`config.mk`:
```
export PLATFORM = sky130hd
export DESIGN_NAME = fp_align_prep
export DESIGN_NICKNAME = d
export VERILOG_FILES = /design/src/rtl/fp_align_prep_pkg.sv /design/src/rtl/fp_align_prep_unpack.sv /design/src/rtl/fp_align_prep.sv
export SDC_FILE = /design/constraint.sdc
export NUM_CORES = 1
export LEC_CHECK = 0
export ABC_AREA = 1
export CORE_ASPECT_RATIO = 1.2
export CORE_MARGIN = 10
export CORE_UTILIZATION = 40
export DETAILED_ROUTE_END_ITERATION = 12
export PLACE_DENSITY = 0.73
export SLEW_MARGIN = 30
export SYNTH_ARGS = -nofsm -noshare
export SYNTH_HDL_FRONTEND = slang
export SYNTH_SLANG_ARGS = --single-unit
```
`constraint.sdc`:
```
create_clock -name clk -period 6.85 [get_ports clk]
set_clock_uncertainty 0.1 [all_clocks]
set_input_delay 2.055 -clock clk [delete_from_list [all_inputs] [get_ports clk]]
set_output_delay 2.055 -clock clk [all_outputs]
set_load 0.01 [all_outputs]
```
`src/rtl/fp_align_prep_pkg.sv`:
```
// Shared float field widths and record types for the FP add/sub alignment-prep stage.
package fp_align_prep_pkg;

  localparam int EXP_W  = 8;
  localparam int FRAC_W = 23;
  localparam int MANT_W = 24;
  localparam int FP_W   = 1 + EXP_W + FRAC_W;

  localparam logic [EXP_W-1:0] EXP_SPECIAL = 8'hFF;

  typedef struct packed {
    logic              sign;
    logic [EXP_W-1:0]  eff_exp;
    logic [MANT_W-1:0] mant;
    logic              special;
  } fp_unp_t;

  typedef struct packed {
    logic              sign_big;
    logic              sign_small;
    logic [EXP_W-1:0]  exp_big;
    logic [MANT_W-1:0] mant_big;
    logic [MANT_W-1:0] mant_small;
    logic [EXP_W-1:0]  shift_num;
    logic              swapped;
    logic              eff_sub;
    logic              special;
  } align_t;

  // Magnitude ordering key: effective exponent above mantissa.
  function automatic logic [EXP_W+MANT_W-1:0] mag_key(input fp_unp_t u);
    return {u.eff_exp, u.mant};
  endfunction

endpackage

```
`src/rtl/fp_align_prep_unpack.sv`:
```
// Combinational unpack of one single-precision operand into sign/eff_exp/mant/special.
module fp_unpack
  import fp_align_prep_pkg::*;
(
  input  logic [FP_W-1:0] i_f,
  output fp_unp_t         o_u
);

  logic [EXP_W-1:0] w_exp;
  logic             w_hidden;

  assign w_exp    = i_f[FP_W-2 -: EXP_W];
  assign w_hidden = (w_exp != '0);

  // Denormals share the exponent of the smallest normal.
  assign o_u.sign    = i_f[FP_W-1];
  assign o_u.eff_exp = w_hidden ? w_exp : EXP_W'(1);
  assign o_u.mant    = {w_hidden, i_f[FRAC_W-1:0]};
  assign o_u.special = (w_exp == EXP_SPECIAL);

endmodule

```
`src/rtl/fp_align_prep.sv`:
```
// Two-stage operand unpack, magnitude compare and swap feeding a right-shift aligner.
module fp_align_prep
  import fp_align_prep_pkg::*;
(
  input  logic              clk,
  input  logic              rst,
  input  logic              in_valid,
  output logic              in_ready,
  input  logic [FP_W-1:0]   a_in,
  input  logic [FP_W-1:0]   b_in,
  output logic              out_valid,
  input  logic              out_ready,
  output logic              sign_big,
  output logic              sign_small,
  output logic [EXP_W-1:0]  exp_big,
  output logic [MANT_W-1:0] mant_big,
  output logic [MANT_W-1:0] mant_small,
  output logic [EXP_W-1:0]  shift_num,
  output logic              swapped,
  output logic              eff_sub,
  output logic              special
);

  fp_unp_t w_a_p0, w_b_p0;
  fp_unp_t r_a_p1, r_b_p1;
  logic    r_vld_p1, r_vld_p2;
  align_t  w_res_p1, r_res_p2, w_out;
  fp_unp_t w_big_p1, w_small_p1;
  logic    w_b_big_p1;
  logic    w_s1_load, w_s2_load;

  fp_unpack u_unpack_a (.i_f(a_in), .o_u(w_a_p0));
  fp_unpack u_unpack_b (.i_f(b_in), .o_u(w_b_p0));

  assign w_s2_load = !r_vld_p2 || out_ready;
  assign w_s1_load = !r_vld_p1 || w_s2_load;
  assign in_ready  = w_s1_load;

  // ---- stage p0 -> p1: unpacked operands
  always_ff @(posedge clk) begin
    if (rst) begin
      r_vld_p1 <= 1'b0;
    end else if (w_s1_load) begin
      r_vld_p1 <= in_valid;
    end
  end

  always_ff @(posedge clk) begin
    if (w_s1_load && in_valid) begin
      r_a_p1 <= w_a_p0;
      r_b_p1 <= w_b_p0;
    end
  end

  // Ties leave A as the big operand.
  assign w_b_big_p1 = mag_key(r_b_p1) > mag_key(r_a_p1);
  assign w_big_p1   = w_b_big_p1 ? r_b_p1 : r_a_p1;
  assign w_small_p1 = w_b_big_p1 ? r_a_p1 : r_b_p1;

  always_comb begin
    w_res_p1            = '0;
    w_res_p1.sign_big   = w_big_p1.sign;
    w_res_p1.sign_small = w_small_p1.sign;
    w_res_p1.exp_big    = w_big_p1.eff_exp;
    w_res_p1.mant_big   = w_big_p1.mant;
    w_res_p1.mant_small = w_small_p1.mant;
    w_res_p1.shift_num  = w_big_p1.eff_exp - w_small_p1.eff_exp;
    w_res_p1.swapped    = w_b_big_p1;
    w_res_p1.eff_sub    = w_big_p1.sign ^ w_small_p1.sign;
    w_res_p1.special    = r_a_p1.special | r_b_p1.special;
  end

  // ---- stage p1 -> p2: compare/swap result
  always_ff @(posedge clk) begin
    if (rst) begin
      r_vld_p2 <= 1'b0;
    end else if (w_s2_load) begin
      r_vld_p2 <= r_vld_p1;
    end
  end

  always_ff @(posedge clk) begin
    if (w_s2_load && r_vld_p1) begin
      r_res_p2 <= w_res_p1;
    end
  end

  // Data registers carry no reset; the outputs read zero whenever nothing valid is presented.
  assign out_valid = r_vld_p2 && !rst;
  assign w_out     = out_valid ? r_res_p2 : '0;

  assign sign_big   = w_out.sign_big;
  assign sign_small = w_out.sign_small;
  assign exp_big    = w_out.exp_big;
  assign mant_big   = w_out.mant_big;
  assign mant_small = w_out.mant_small;
  assign shift_num  = w_out.shift_num;
  assign swapped    = w_out.swapped;
  assign eff_sub    = w_out.eff_sub;
  assign special    = w_out.special;

endmodule

```
Word-level counts from Yosys, hierarchy flattened
Index checks and enable logic that the tools add are counted.
W data, S select, Z words.
{"block": "classes", "bitwise": 2, "n_eq_ne": 2, "mul": 0, "order_cmp": 1, "div_mod_pow": 0, "shifts": 0, "mux": 3, "addsub": 1, "n_reduce_logical": 10}
{"operator": "$mux W69", "n": 1}
{"operator": "$mux W34", "n": 2}
{"operator": "$gt A32 B32 Y1", "n": 1}
{"operator": "$eq A8 B8 Y1 const B", "n": 2}
{"operator": "$reduce_bool A8 Y1", "n": 2}
{"operator": "$sub A8 B8 Y8", "n": 1}
{"operator": "$logic_and A1 B1 Y1", "n": 3}
{"operator": "$logic_not A1 Y1", "n": 3}
{"operator": "$logic_or A1 B1 Y1", "n": 2}
{"operator": "$or A1 B1 Y1", "n": 1}
{"operator": "$xor A1 B1 Y1", "n": 1}
{"block": "word_totals", "in_bits": 68, "mem_count": 0, "latchBits": 0, "reg_bits": 139, "out_inout_bits": 71, "mem_bits_rw": 0, "rom_bits": 0, "wordCells": 38}

Longest topological paths before layout
{"block": "depth", "ltp_word": 4, "depth_mapped": 23}

Modules after synthesis
A second synthesis with hierarchy kept.
{"block": "unflattened", "hier_cells": 745, "hier_area_um2": 7241.9}
{"module": "fp_align_prep", "seq_area_each_um2": 4154.0, "area_each_um2": 6691.4, "instances": 1, "cells_per_inst": 657}
{"module": "fp_unpack", "seq_area_each_um2": 0.0, "area_each_um2": 275.3, "instances": 2, "cells_per_inst": 44}

Least setup slack after synthesis
Ideal clock, no wire load.
{"block": "synth_timing", "path_kind": "input port to flip-flop", "startpoint": "input out_ready", "endpoint": "register r_res_p2[0] in the netlist's numbering (enable)", "setup_ns": 0.519, "path_buffers": 0, "path_stages": 2, "arrival_ns": 5.445, "setup_slack_ns": 0.786, "cell_sequence": "inv_1 > a21oi_1"}
{"block": "synth_via", "elab_chain_len": 2}
{"item": "start, declared", "line_no": "fp_align_prep.sv:12", "text": "input logic out_ready,"}
{"item": "$logic_or A1 B1 Y1", "line_no": "fp_align_prep.sv:35", "text": "assign w_s2_load = !r_vld_p2 || out_ready;"}
{"item": "$logic_and A1 B1 Y1", "line_no": "fp_align_prep.sv:83", "text": "if (w_s2_load && r_vld_p1) begin"}
{"item": "end signal, assigned", "line_no": "fp_align_prep.sv:84", "text": "r_res_p2 <= w_res_p1;"}
{"item": "end, declared", "line_no": "fp_align_prep.sv:27", "text": "align_t w_res_p1, r_res_p2, w_out;"}
Every way passes these cells.
A chain may end at the register's enable or synchronous reset.

Worst setup path in the final report
{"block": "layout_timing", "startpoint": "input rst", "endpoint": "output mant_small[5]"}
{"block": "layout_via", "elab_chain_len": 3}
{"item": "start, declared", "line_no": "fp_align_prep.sv:6", "text": "input logic rst,"}
{"item": "$logic_not A1 Y1", "line_no": "fp_align_prep.sv:89", "text": "assign out_valid = r_vld_p2 && !rst;"}
{"item": "$logic_and A1 B1 Y1", "line_no": "fp_align_prep.sv:89"}
{"item": "$mux W69", "line_no": "fp_align_prep.sv:90", "text": "assign w_out = out_valid ? r_res_p2 : '0;"}
{"item": "end, declared", "line_no": "fp_align_prep.sv:17", "text": "output logic [MANT_W-1:0] mant_small,"}
Every way passes these cells.

==> reports/metrics.csv <==
metric;value;unit
drt_iter0_markers;312;
cp_num_cells;6;
drt_wl_total;15.2;mm
fillers;1490;
wire_per_inst;14.5;um
relSlewSlack;45.5;%
cts.sink_count;139;
drive_above_1_share;6.72;%
min_period;5980;ps
start_kind;input port;
maxSlewViolCount;0;
grt_use_total;13.5;%
gr-total-overflow;0;
clk_pin_slew;50;ps
crit_slowest_cell;clkdlybuf4s50_1;
critPathBufInv;4;
tightest_slew;816;ps
r2r-start;r_b_p1[24]$_DFFE_PP_;
cp_top_family;buffers and inverters;
fin_nets;921;
die_y;163;um
synth_area_leader_cell;edfxtp_1;
synth_nets;791;
synth_compound_area_share;5.54;%
criticalPathCategory;in2out;
drc_errors;0;
synth_xor_xnor_area_share;0.642;%
die_area;22700;um^2
grt_max_degree;63;
initial_core_util;40.6;%
synth_top_area_share;60.3;%
min_path_type;reg2reg;
ys_top_cells_by_area;edfxtp_1 60%, nand2_1 7.9%, inv_1 7.4%;
ir_drop;0.122;mV
synth_area;6820;um^2
required;4700;ps
clk-insertion-delay-late;420;ps
syn_inst;691;
cts_made_buffers;17;
hold_depth;1;
outcome;finished clean;
hold_buffers;0;
synth_top_cells_by_count;143 x nand2_1, 137 x edfxtp_1, 134 x inv_1;
antenna_left;0;
timing.critical_path.from;rst;
crit_path_end_kind;primary output;
rows;52;
die_x;139;um
globalplace.congestion;0.842;
synth-seq-area-share;60.9;%
post_cts_buffers;0;
synthMuxAreaShare;0;%
finalHoldViolCount;0;
placed_area;8370;um^2
hold_start;r_b_p1[0]$_DFFE_PP_;
synthToLayoutAreaGrowth;31.0;%
finish.utilization;53.2;%
cts_tree;built;
dr.pass1.iters;5;
synth.distinct_cells;32;
cap_violations;0;
rsz0062_at_grt;false;
ys_ff_latch;139;
final_cell_area;8940;um^2
ios;139;
grt_pass1_vias;4773;
setup-tns-final;0;ps
vias;4801;
setup_viol;0;
synth-adder-area-share;5.87;%
cts-root-buf;clkbuf_16;
p_leak;3.88;nW
yosys.area_share.simple;17.2;%
synthArstFlopShare;0;%
design.core.area;16800;um^2
grt_pass1_wl;23.9;mm
synth_flop_cell;edfxtp_1;
cts_resized;0;
synth_top_family_by_area;simple AND/OR/NAND/NOR gates;
yosys.cell_count.top_type;nand2_1;
synth_enable_flop_cells;137;
fin_crit_sh;87.3;%
p_per_area;247;nW/um^2
cp_cell_sequence;clkdlybuf4s50_1 > nor2_1 > inv_2 > buf_4 > nor2_1 > clkdlybuf4s50_1;
avgSynthCellArea;9.87;um^2
dp_hpwl;11.4;mm
cts_max_level;4;
clockBufferDepth;2;
cpPeakStageDelay;560;ps
reg2regPathDepth;14;
ys_warn_count;0;
vias_per_cell;4.57;
portBuffers;138;
antenna_found_initial;1;
fmax;167;MHz
cp.arrival;3830;ps
cp_max_fo;25;
power by group:
part / switching [mW] / leakage, nW / internal [mW]
clock network: 0.330 / 0.276 / 0.564
logic: 0.166 / 2.28 / 0.115
registers: 0.0217 / 1.33 / 1.01
total: 0.517 / 3.88 / 1.69
logic make-up after synthesis:
kind of cell | count (synthesis)
xor+xnor | 5
compound gates | 73
buf+inv | 169
flops | 139
fa+ha+maj | 32
simple gates | 273
layer usage:
| metal | track usage [%] | share of wire [%] |
|---|---|---|
| met1 | 13.8 | 39 |
| met2 | 24.5 | 53 |
| met3 | 3.60 | 4.8 |
| met4 | 7.88 | 3.5 |
| met5 | 0 | 0 |
worst paths after layout:
check,endpoint,slack (ps)
worst min register to register,r_res_p2[0]$_DFFE_PP_,410
worst max-delay path,mant_small[5],870
worst min-delay path,r_res_p2[0]$_DFFE_PP_,410
worst max register to register,r_res_p2[10]$_DFFE_PP_,3560
flip-flops by register name (all words and copies together), names as in the netlist:
register / count
r_res_p2: 69
r_a_p1: 34
r_b_p1: 34
r_vld_p1: 1
r_vld_p2: 1
cell usage in the layout, fill, tap and decap left out, drive strengths merged:
master and n:
nand2 154, clkdlybuf4s50 138, edfxtp 137, inv 134, nor2 84, o21ai 55, ha 32, clkbuf 21
nand3 19, a21oi 16, nand4 8, clkinv 8, buf 6, xor2 5, nor4 4, bufinv 3
or2 2, dfxtp 2, diode 1, a21o 1, nor3b 1, nor3 1, o21a 1, clkinvlp 1
cell type report:
class,count,area (um^2),area share [%]
antenna,1,2.50,0.0280
multi-input combinational,383,2010,22.4
inverter,136,512,5.73
clock inverter,10,125,1.40
sequential,139,4150,46.5
tap,216,270,3.02
timing repair buffer,144,1430,16.0
clock buffer,21,440,4.93
metrics by stage:
step	cells	power (mW)	hold slack (ps)	setup slack, ps
after global routing	1050	2.31	442	740
after floorplan	691	1.23	345	786
final	1050	2.21	410	867
after CTS	1049	2.23	412	834
after detailed placement	1018	1.33	399	837
after global placement	1018	1.32	388	881
(Power assumes the default switching activity.)
